**src/rtl/mc_pkg.sv**
```systemverilog
// Shared definitions for the multicycle MIPS core: next-PC source encoding,
// opcode constants and the immediate sign-extension helper.
package mc_pkg;

  typedef enum logic [1:0] {
    PCSRC_ALU    = 2'b00,
    PCSRC_ALUOUT = 2'b01,
    PCSRC_JUMP   = 2'b10,
    PCSRC_RSVD   = 2'b11
  } pcsrc_t;

  localparam logic [5:0] OP_RTYPE = 6'h00;
  localparam logic [5:0] OP_LW    = 6'h23;
  localparam logic [5:0] OP_SW    = 6'h2B;
  localparam logic [5:0] OP_BEQ   = 6'h04;
  localparam logic [5:0] OP_ADDI  = 6'h08;
  localparam logic [5:0] OP_J     = 6'h02;

  // Sign-extend a 16-bit immediate to a full data word.
  function automatic logic [31:0] sign_ext16(input logic [15:0] imm);
    return {{16{imm[15]}}, imm};
  endfunction

endpackage

```
**src/rtl/mc_fetch_unit_flopenr.sv**
```systemverilog
// Enable flop with asynchronous active-high reset to a parameterised value.
module flopenr #(
  parameter int              WIDTH     = 32,
  parameter logic [WIDTH-1:0] RESET_VAL = '0
) (
  input  logic             clk,
  input  logic             reset,
  input  logic             en,
  input  logic [WIDTH-1:0] d,
  output logic [WIDTH-1:0] q
);

  // Register d when enabled; reset forces RESET_VAL without waiting for clk.
  always_ff @(posedge clk or posedge reset) begin
    // NOTE: non-blocking assignment so every flop samples pre-edge values.
    if (reset)   q <= RESET_VAL;
    else if (en) q <= d;
  end

endmodule

```
**src/rtl/mc_fetch_unit.sv**
```systemverilog
// PC / IR / MDR / ALUOut stage of the multicycle MIPS core with instruction
// field decode and a retired-instruction counter.
module mc_fetch_unit
  import mc_pkg::*;
#(
  parameter logic [31:0] RESET_PC  = 32'h0000_0000,
  parameter int          CNT_WIDTH = 32
) (
  input  logic                 clk,
  input  logic                 reset,
  input  logic                 pcwrite,
  input  logic                 branch,
  input  logic                 zero,
  input  logic                 irwrite,
  input  logic                 iord,
  input  logic [1:0]           pcsrc,
  input  logic [31:0]          aluresult,
  input  logic [31:0]          readdata,
  output logic [31:0]          adr,
  output logic [31:0]          pc,
  output logic [31:0]          instr,
  output logic [31:0]          data,
  output logic [31:0]          aluout,
  output logic [5:0]           op,
  output logic [5:0]           funct,
  output logic [4:0]           rs,
  output logic [4:0]           rt,
  output logic [4:0]           rd,
  output logic [31:0]          signimm,
  output logic [CNT_WIDTH-1:0] retired
);

  logic                 pcen;
  pcsrc_t               pcsrc_sel;
  logic [31:0]          pc_d, pc_q;
  logic [31:0]          instr_q, data_q, aluout_q;
  logic [CNT_WIDTH-1:0] retired_d, retired_q;

  assign pcsrc_sel = pcsrc_t'(pcsrc);
  assign pcen      = pcwrite | (branch & zero);

  // Next-PC select; the jump target is built from the already-incremented PC.
  always_comb begin
    // NOTE: default assigned first so no path leaves pc_d unassigned (no latch).
    pc_d = pc_q;
    case (pcsrc_sel)
      PCSRC_ALU:    pc_d = aluresult;
      PCSRC_ALUOUT: pc_d = aluout_q;
      PCSRC_JUMP:   pc_d = {pc_q[31:28], instr_q[25:0], 2'b00};
      PCSRC_RSVD:   pc_d = pc_q;
      default:      pc_d = pc_q;
    endcase
  end

  flopenr #(.WIDTH(32), .RESET_VAL(RESET_PC)) u_pc (
    .clk(clk), .reset(reset), .en(pcen), .d(pc_d), .q(pc_q)
  );

  flopenr #(.WIDTH(32), .RESET_VAL(32'h0)) u_ir (
    .clk(clk), .reset(reset), .en(irwrite), .d(readdata), .q(instr_q)
  );

  flopenr #(.WIDTH(32), .RESET_VAL(32'h0)) u_mdr (
    .clk(clk), .reset(reset), .en(1'b1), .d(readdata), .q(data_q)
  );

  flopenr #(.WIDTH(32), .RESET_VAL(32'h0)) u_aluout (
    .clk(clk), .reset(reset), .en(1'b1), .d(aluresult), .q(aluout_q)
  );

  // Retired count advances once per IR load and wraps silently.
  always_comb begin
    retired_d = retired_q;
    if (irwrite) retired_d = retired_q + CNT_WIDTH'(1);
  end

  // Retired-instruction counter register.
  always_ff @(posedge clk or posedge reset) begin
    if (reset) retired_q <= '0;
    else       retired_q <= retired_d;
  end

  assign adr     = iord ? aluout_q : pc_q;
  assign pc      = pc_q;
  assign instr   = instr_q;
  assign data    = data_q;
  assign aluout  = aluout_q;
  assign retired = retired_q;

  // Field decode always comes from the IR, never straight from memory.
  assign op      = instr_q[31:26];
  assign rs      = instr_q[25:21];
  assign rt      = instr_q[20:16];
  assign rd      = instr_q[15:11];
  assign funct   = instr_q[5:0];
  assign signimm = sign_ext16(instr_q[15:0]);

endmodule

```
**config.mk**
```make
export PLATFORM = sky130hd
export DESIGN_NAME = mc_fetch_unit
export DESIGN_NICKNAME = d
export VERILOG_FILES = /design/src/rtl/mc_pkg.sv /design/src/rtl/mc_fetch_unit_flopenr.sv /design/src/rtl/mc_fetch_unit.sv
export SDC_FILE = /design/constraint.sdc
export NUM_CORES = 1
export LEC_CHECK = 0
export BUFFER_PORTS_ARGS = -buffer_cell sky130_fd_sc_hd__buf_2
export CORE_MARGIN = 2
export CORE_UTILIZATION = 42
export DETAILED_ROUTE_END_ITERATION = 10
export PLACE_DENSITY = 0.76
export SLEW_MARGIN = 25
export SYNTH_ARGS = -nofsm -noshare
export SYNTH_HDL_FRONTEND = slang
export SYNTH_SLANG_ARGS = --single-unit
```
**constraint.sdc**
```tcl
create_clock -name clk -period 4.4 [get_ports clk]
set_clock_uncertainty 0.1 [all_clocks]
set_input_delay 0 -clock clk [delete_from_list [all_inputs] [get_ports clk]]
set_output_delay 0 -clock clk [all_outputs]
set_load 0.02 [all_outputs]
```
==> results of run 1 <==
==> worst max path at each step <==
stage,from,endpoint,slack (ps),cells after the start
floorplan,reset,retired[0],2270,1
global placement,irwrite,retired[31],2000,5
detailed placement,irwrite,retired[31],1900,5
CTS,irwrite,retired[31],2350,5
global route,irwrite,retired[27],2130,5
finish,irwrite,retired[31],2370,5
==> state kept, by name, indices dropped and copies added (netlist names) <==
signal      cells
u_pc.q         32
retired        32
u_mdr.q        32
u_ir.q         32
u_aluout.q     32
==> layout make-up <==
cell class | instances | area (um^2)
timing repair buffer | 391 | 2297
sequential | 160 | 4004
multi-input combinational | 318 | 2228
fill | 1264 | 6490
clock buffer | 18 | 429.2
clock inverter | 14 | 132.6
tap | 216 | 270.3
inverter | 8 | 33.78
==> timing repair <==
item | in CTS | in global routing
endpoints found under the hold margin | 288 | 0
setup buffers | 0 | 0
hold buffers | 65 | 0
==> cell usage after synthesis (all sizes together) <==
cell	instances
dfrtp	160
buf	70
mux2	69
nand2	49
nor2	38
o21ai	32
a21oi	29
a22oi	26
xor2	19
clkbuf	18
xnor2	12
nand3	9
inv	8
nand4	6
nor3	6
nor4	6
ha	4
and4	3
and3	2
nor3b	2
or2	2
or4	2
or2b	1
or3	1
==> metal layers <==
layer	share of wire (%)	vias to the layer above	global-route usage [%]	wire, um
met5	0	-	0	0
met4	1.7	0	7.126	303
met3	5.9	25	5.556	1073
met2	52	221	36.49	9400
met1	40	2671	26.17	7267
li1	-	2559	-	-
==> power breakdown <==
| part | internal (mW) | total [mW] | switching [mW] |
|---|---|---|---|
| registers | 1.61 | 1.75 | 0.141 |
| clock network | 0.786 | 1.41 | 0.627 |
| logic | 0.352 | 0.927 | 0.574 |
| total | 2.75 | 4.09 | 1.34 |
==> worst max-delay path: stages <==
cell,delay (ps)
buf_2,720
nand3_1,310
or4_1,750
nor4_2,330
xor2_1,160
==> logic make-up (layout without fill, tap and decap cells) <==
group | Yosys count | in the layout | synth area share, %
adders and majority gates | 4 | 4 | 0.7348
muxes | 69 | 69 | 11.41
xor gates and xnor gates | 31 | 31 | 3.986
and+or+nand+nor | 127 | 127 | 9.056
buffers and inverters | 96 | 431 | 8.688
DFF | 160 | 160 | 58.78
AOI/OAI and AO/OA | 87 | 87 | 7.348
==> per-stage QoR <==
stage          hold WS, ps  instance area [um^2]  setup slack, ps  power [mW]  util (%)
3_5_place_dp         20.35                  8175             1901       2.658     51.47
6_report             118.1                  9395             2374       4.088     59.14
3_3_place_gp         19.18                  8165             2001       2.638     51.40
5_1_grt              113.6                  9395             2129       4.271     59.14
4_1_cts              108.2                  9388             2353       4.124     59.10
2_1_floorplan       -68.57                  6815             2271       2.375         -
==> results.ini, run 1 <==
[yosys]
syn_area_per_cell_um2 = 11.87
syn-cell-area_um2 = 6812
yosys.area.top_type = dfrtp_1
synth-seq-area-share_pct = 58.78
yosys-top-cells-area = dfrtp_1 59%, mux2_2 11%, buf_4 6.5%, a22oi_1 2.9%, nand2_1 2.7%
ys_ff_latch = 160
synth_cell_types = 29
yosysTopAreaCellShare_pct = 58.78
postSynthCellCount = 574
yosys_warnings = 0
synth_nets = 651

[global_route]
grt-ovfl-total = 0
grt_max_degree = 81
grt_first_pass_wirelength_mm = 29.24
grt_pass1_vias = 5440
grt_usage_pct = 21.27
antenna_found_initial = 0

[power_and_ir_drop]
leakage_nw = 4.710
p_per_area_nw_per_um2 = 435.2
peakVddDrop_mv = 0.2485

[clocking]
numClockSinks = 160
h-tree-depth = 4
ctsResizeCount = 0
cts_buffer_depth = 2
cts_tree = yes
cts_buffers = 17
path_clk_slew_ps = 70
cts_root_buffer = clkbuf_16
insertion_delay_ps = 420

[critical_path]
cp-start-kind = input port
path_class = in -> reg
worstPathRequired_ps = 4650
r2r_start = retired[4]
reg2reg_depth = 4
r2r_setup_slack_ps = 2390
end_kind = flop
r2r-end = retired[28]
cp.arrival_ps = 2280
path_max_fanout = 38

[flow_run]
maxCapViolCount = 0

[placed_design]
io_buffers = 323
gp_congestion = 0.7745
dp.cells = 1028
dp_hpwl_mm = 12.08

[finish]
drive_gt1_share_pct = 48.18
diodes = 0
final_cell_mix = 323 x buf_2, 160 x dfrtp_1, 69 x mux2_2, 65 x dlygate4sd3_1, 49 x nand2_1
nets = 973
fin_cells = 1125
area_growth_syn_to_layout_pct = 37.93
final_common_cell = buf_2

[run_status]
status = completed

[drt]
drtAntennaViolNets = 0
detail_route.first_pass.iterations = 5
first_iter_violations = 270
avgRoutedWirePerCell_um = 16.04
routed_wl_mm = 18.05
drc = 0
vias = 5476
viasPerCell = 4.868

[timing]
rsz0062_at_grt = no
tightest_slew_ps = 966.0
timing.setup.tns_ps = 0
fin_crit_sh_pct = 46.05
slew_violations = 0
period_minus_slack_ps = 2026
finalHoldViolCount = 0
slew_headroom_pct = 35.60
max_freq_mhz = 493.5
setup_viol = 0

[worst_hold_path]
hp-class = in -> reg
worstHoldPathCells = 2
hold_path.startpoint = readdata[20]
holdPathEnd = u_mdr.q[20]

[floorplan]
die_area_um2 = 17250
io_pins = 324
chipWidth_um = 131.4
start_util_pct = 42.88
rows = 46
fp.dieH_um = 131.4
core-area_um2 = 15890

Power figures use the tool's default switching activity.
==> run 2: changes to the inputs <==
Settings changed: CORE_AREA from default to 2 2 127 129, CORE_MARGIN 2 to default, CORE_UTILIZATION 42 to default, DIE_AREA from default to 0 0 129 131.
Clock period 4.4 ns to 2.08 ns, I/O delays scaled along.
==> run 2 against run 1 <==
Net effect:
- sequential power up 110%
- sequential cell count unchanged
- design area up 1.5%
- setup slack worse by 2200 ps
- largest power group unchanged
- sequential share of layout area down 0.63 points
- cell count up 0.80%
- die area down 2.1%
- first-iteration DRC count down 8.1%
- highest routed layer is now met5
- via count down 0.31%
- total power up 120%
==> results.ini, run 2 (synthesis results as in run 1) <==
[floorplan]
core-area_um2 = 15600  ; was 15890 um^2
io_pins = 324  ; unchanged
fp.dieH_um = 131  ; was 131.4 um
start_util_pct = 43.67  ; was 42.88%
rows = 46  ; unchanged
chipWidth_um = 129  ; was 131.4 um
die_area_um2 = 16900  ; was 17250 um^2

[timing]
slew_headroom_pct = 53.10  ; was 35.60%
hold_ws_ps = 126.2  ; was 118.1 ps
tightest_slew_ps = 697.0  ; was 966.0 ps
setup_viol = 0  ; unchanged
fin_crit_sh_pct = 91.83
period_minus_slack_ps = 1910
slew_violations = 0  ; unchanged
finalHoldViolCount = 0  ; unchanged
rsz0062_at_grt = no  ; unchanged
finalWorstSetupSlack_ps = 170.0  ; was 2374 ps
max_freq_mhz = 523.6

[critical_path]
path_class = in -> reg  ; unchanged
worstPathRequired_ps = 2330  ; was 4650 ps
critPathMaxStageDelay_ps = 540  ; was 750 ps
path_delay_family = buffers and inverters  ; was simple AND/OR/NAND/NOR gates
end_kind = flop  ; unchanged
cp.arrival_ps = 2160  ; was 2280 ps
cp-start-kind = input port  ; unchanged
path_cells = dlygate4sd3_1 > buf_2 > buf_4 > nand4_1 > or2b_1 > nor4_2 > xnor2_1  ; was buf_2 > nand3_1 > or4_1 > nor4_2 > xor2_1
slowest_stage = dlygate4sd3_1  ; was or4_1
path_max_fanout = 37  ; was 38
path_buf_inv = 3  ; was 1

[placed_design]
io_buffers = 323  ; unchanged
gp_congestion = 0.7925  ; was 0.7745
placed_cell_area_um2 = 8263  ; was 8175 um^2
dp_slack_ps = 110.4  ; was 1901 ps
dp_hpwl_mm = 12.35  ; was 12.08 mm

[clocking]
cts_root_buffer = clkbuf_16  ; unchanged
path_clk_slew_ps = 70  ; about the same
cts_tree = yes  ; unchanged
numClockSinks = 160  ; unchanged
insertion_delay_ps = 420  ; about the same
cts_buffers = 17  ; unchanged
h-tree-depth = 4  ; unchanged
cts_setup_buffers = 0  ; unchanged
cts_buffer_depth = 2  ; unchanged

[finish]
final_common_cell = buf_2  ; unchanged
final_area_um2 = 9535  ; was 9395 um^2
nets = 982  ; was 973
final_cell_mix = 323 x buf_2, 160 x dfrtp_1, 69 x mux2_2, 66 x dlygate4sd3_1, 49 x nand2_1  ; was 323 x buf_2, 160 x dfrtp_1, 69 x mux2_2, 65 x dlygate4sd3_1, 49 x nand2_1
fillers = 1248  ; was 1264
drive_gt1_share_pct = 48.69  ; was 48.18%
area_growth_syn_to_layout_pct = 39.99  ; was 37.93%
final_util_pct = 61.13  ; was 59.14%
diodes = 0  ; unchanged

[global_route]
grt_usage_pct = 20.68  ; was 21.27%
grt_first_pass_wirelength_mm = 27.01  ; was 29.24 mm
grt-ovfl-total = 0  ; unchanged
grt_max_degree = 91  ; was 81
grt_pass1_vias = 5172  ; was 5440
antenna_found_initial = 0  ; unchanged

[run_status]
status = completed  ; unchanged

[drt]
vias = 5459  ; was 5476
routed_wl_mm = 18.17  ; was 18.05 mm
drc = 0  ; unchanged
avgRoutedWirePerCell_um = 16.02  ; was 16.04 um
first_iter_violations = 248  ; was 270
viasPerCell = 4.814  ; was 4.868
drtAntennaViolNets = 0  ; unchanged
detail_route.first_pass.iterations = 4  ; was 5

[worst_hold_path]
hp-class = in -> reg  ; unchanged

[power_and_ir_drop]
p_per_area_nw_per_um2 = 930.5  ; was 435.2 nW/um^2
peakVddDrop_mv = 0.5027  ; was 0.2485 mV
leakage_nw = 4.792  ; was 4.710 nW

[flow_run]
maxCapViolCount = 0  ; unchanged

[run 2: stage by stage]
step / setup TNS [ps] / instances / power [mW]
2_1_floorplan: -7815 / 574 / 5.024
3_3_place_gp: 0 / 1036 / 5.617
3_5_place_dp: 0 / 1036 / 5.652
4_1_cts: 0 / 1134 / 8.945
5_1_grt: 0 / 1134 / 9.249
6_report: 0 / 1134 / 8.873
[run 2: routing by layer]
layer / GRT usage, % / up-vias / wire, um
met5: 0 / - / 6
met4: 7.289 / 2 / 274
met3: 4.520 / 23 / 989
met2: 35.67 / 223 / 9488
met1: 25.84 / 2634 / 7410
li1: - / 2577 / -
[run 2: path summary, 6_finish.rpt]
kind                               from          end  slack (ps)  depth (start not counted)
setup / recovery                irwrite  retired[30]         170                          7
hold / removal             readdata[21]  u_mdr.q[21]         130                          2
setup reg to reg             retired[5]  retired[31]         200                          4
hold reg to reg             retired[31]  retired[31]         370                          1
max in group asynchronous         reset   u_pc.q[19]        1280                          4
min in group asynchronous         reset   u_mdr.q[5]         170                          4
[run 2: power by group]
group	leakage [nW]	switching, mW	internal, mW	total (mW)
sequential	1.94	0.285	3.40	3.69
clock	0.287	1.25	1.93	3.17
combinational	2.56	1.24	0.775	2.01
total	4.79	2.77	6.10	8.87
[run 2: area by class of cell]
class                           instances  area, um^2  area share, %
Clock buffer                           20       446.7          4.684
Sequential cell                       160        4004          41.99
Timing Repair Buffer                  400        2397          25.14
Clock inverter                         12       157.7          1.653
Multi-Input combinational cell        318        2226          23.34
Inverter                                8       33.78         0.3543
Tap cell                              216       270.3          2.834
[run 2: repair_timing]
item / 4_1_cts / 5_1_grt
hold buffers: 66 / 0
resized for setup: 0 / 2
endpoints found under the setup margin: 0 / 7
hold endpoints to repair: 289 / 0
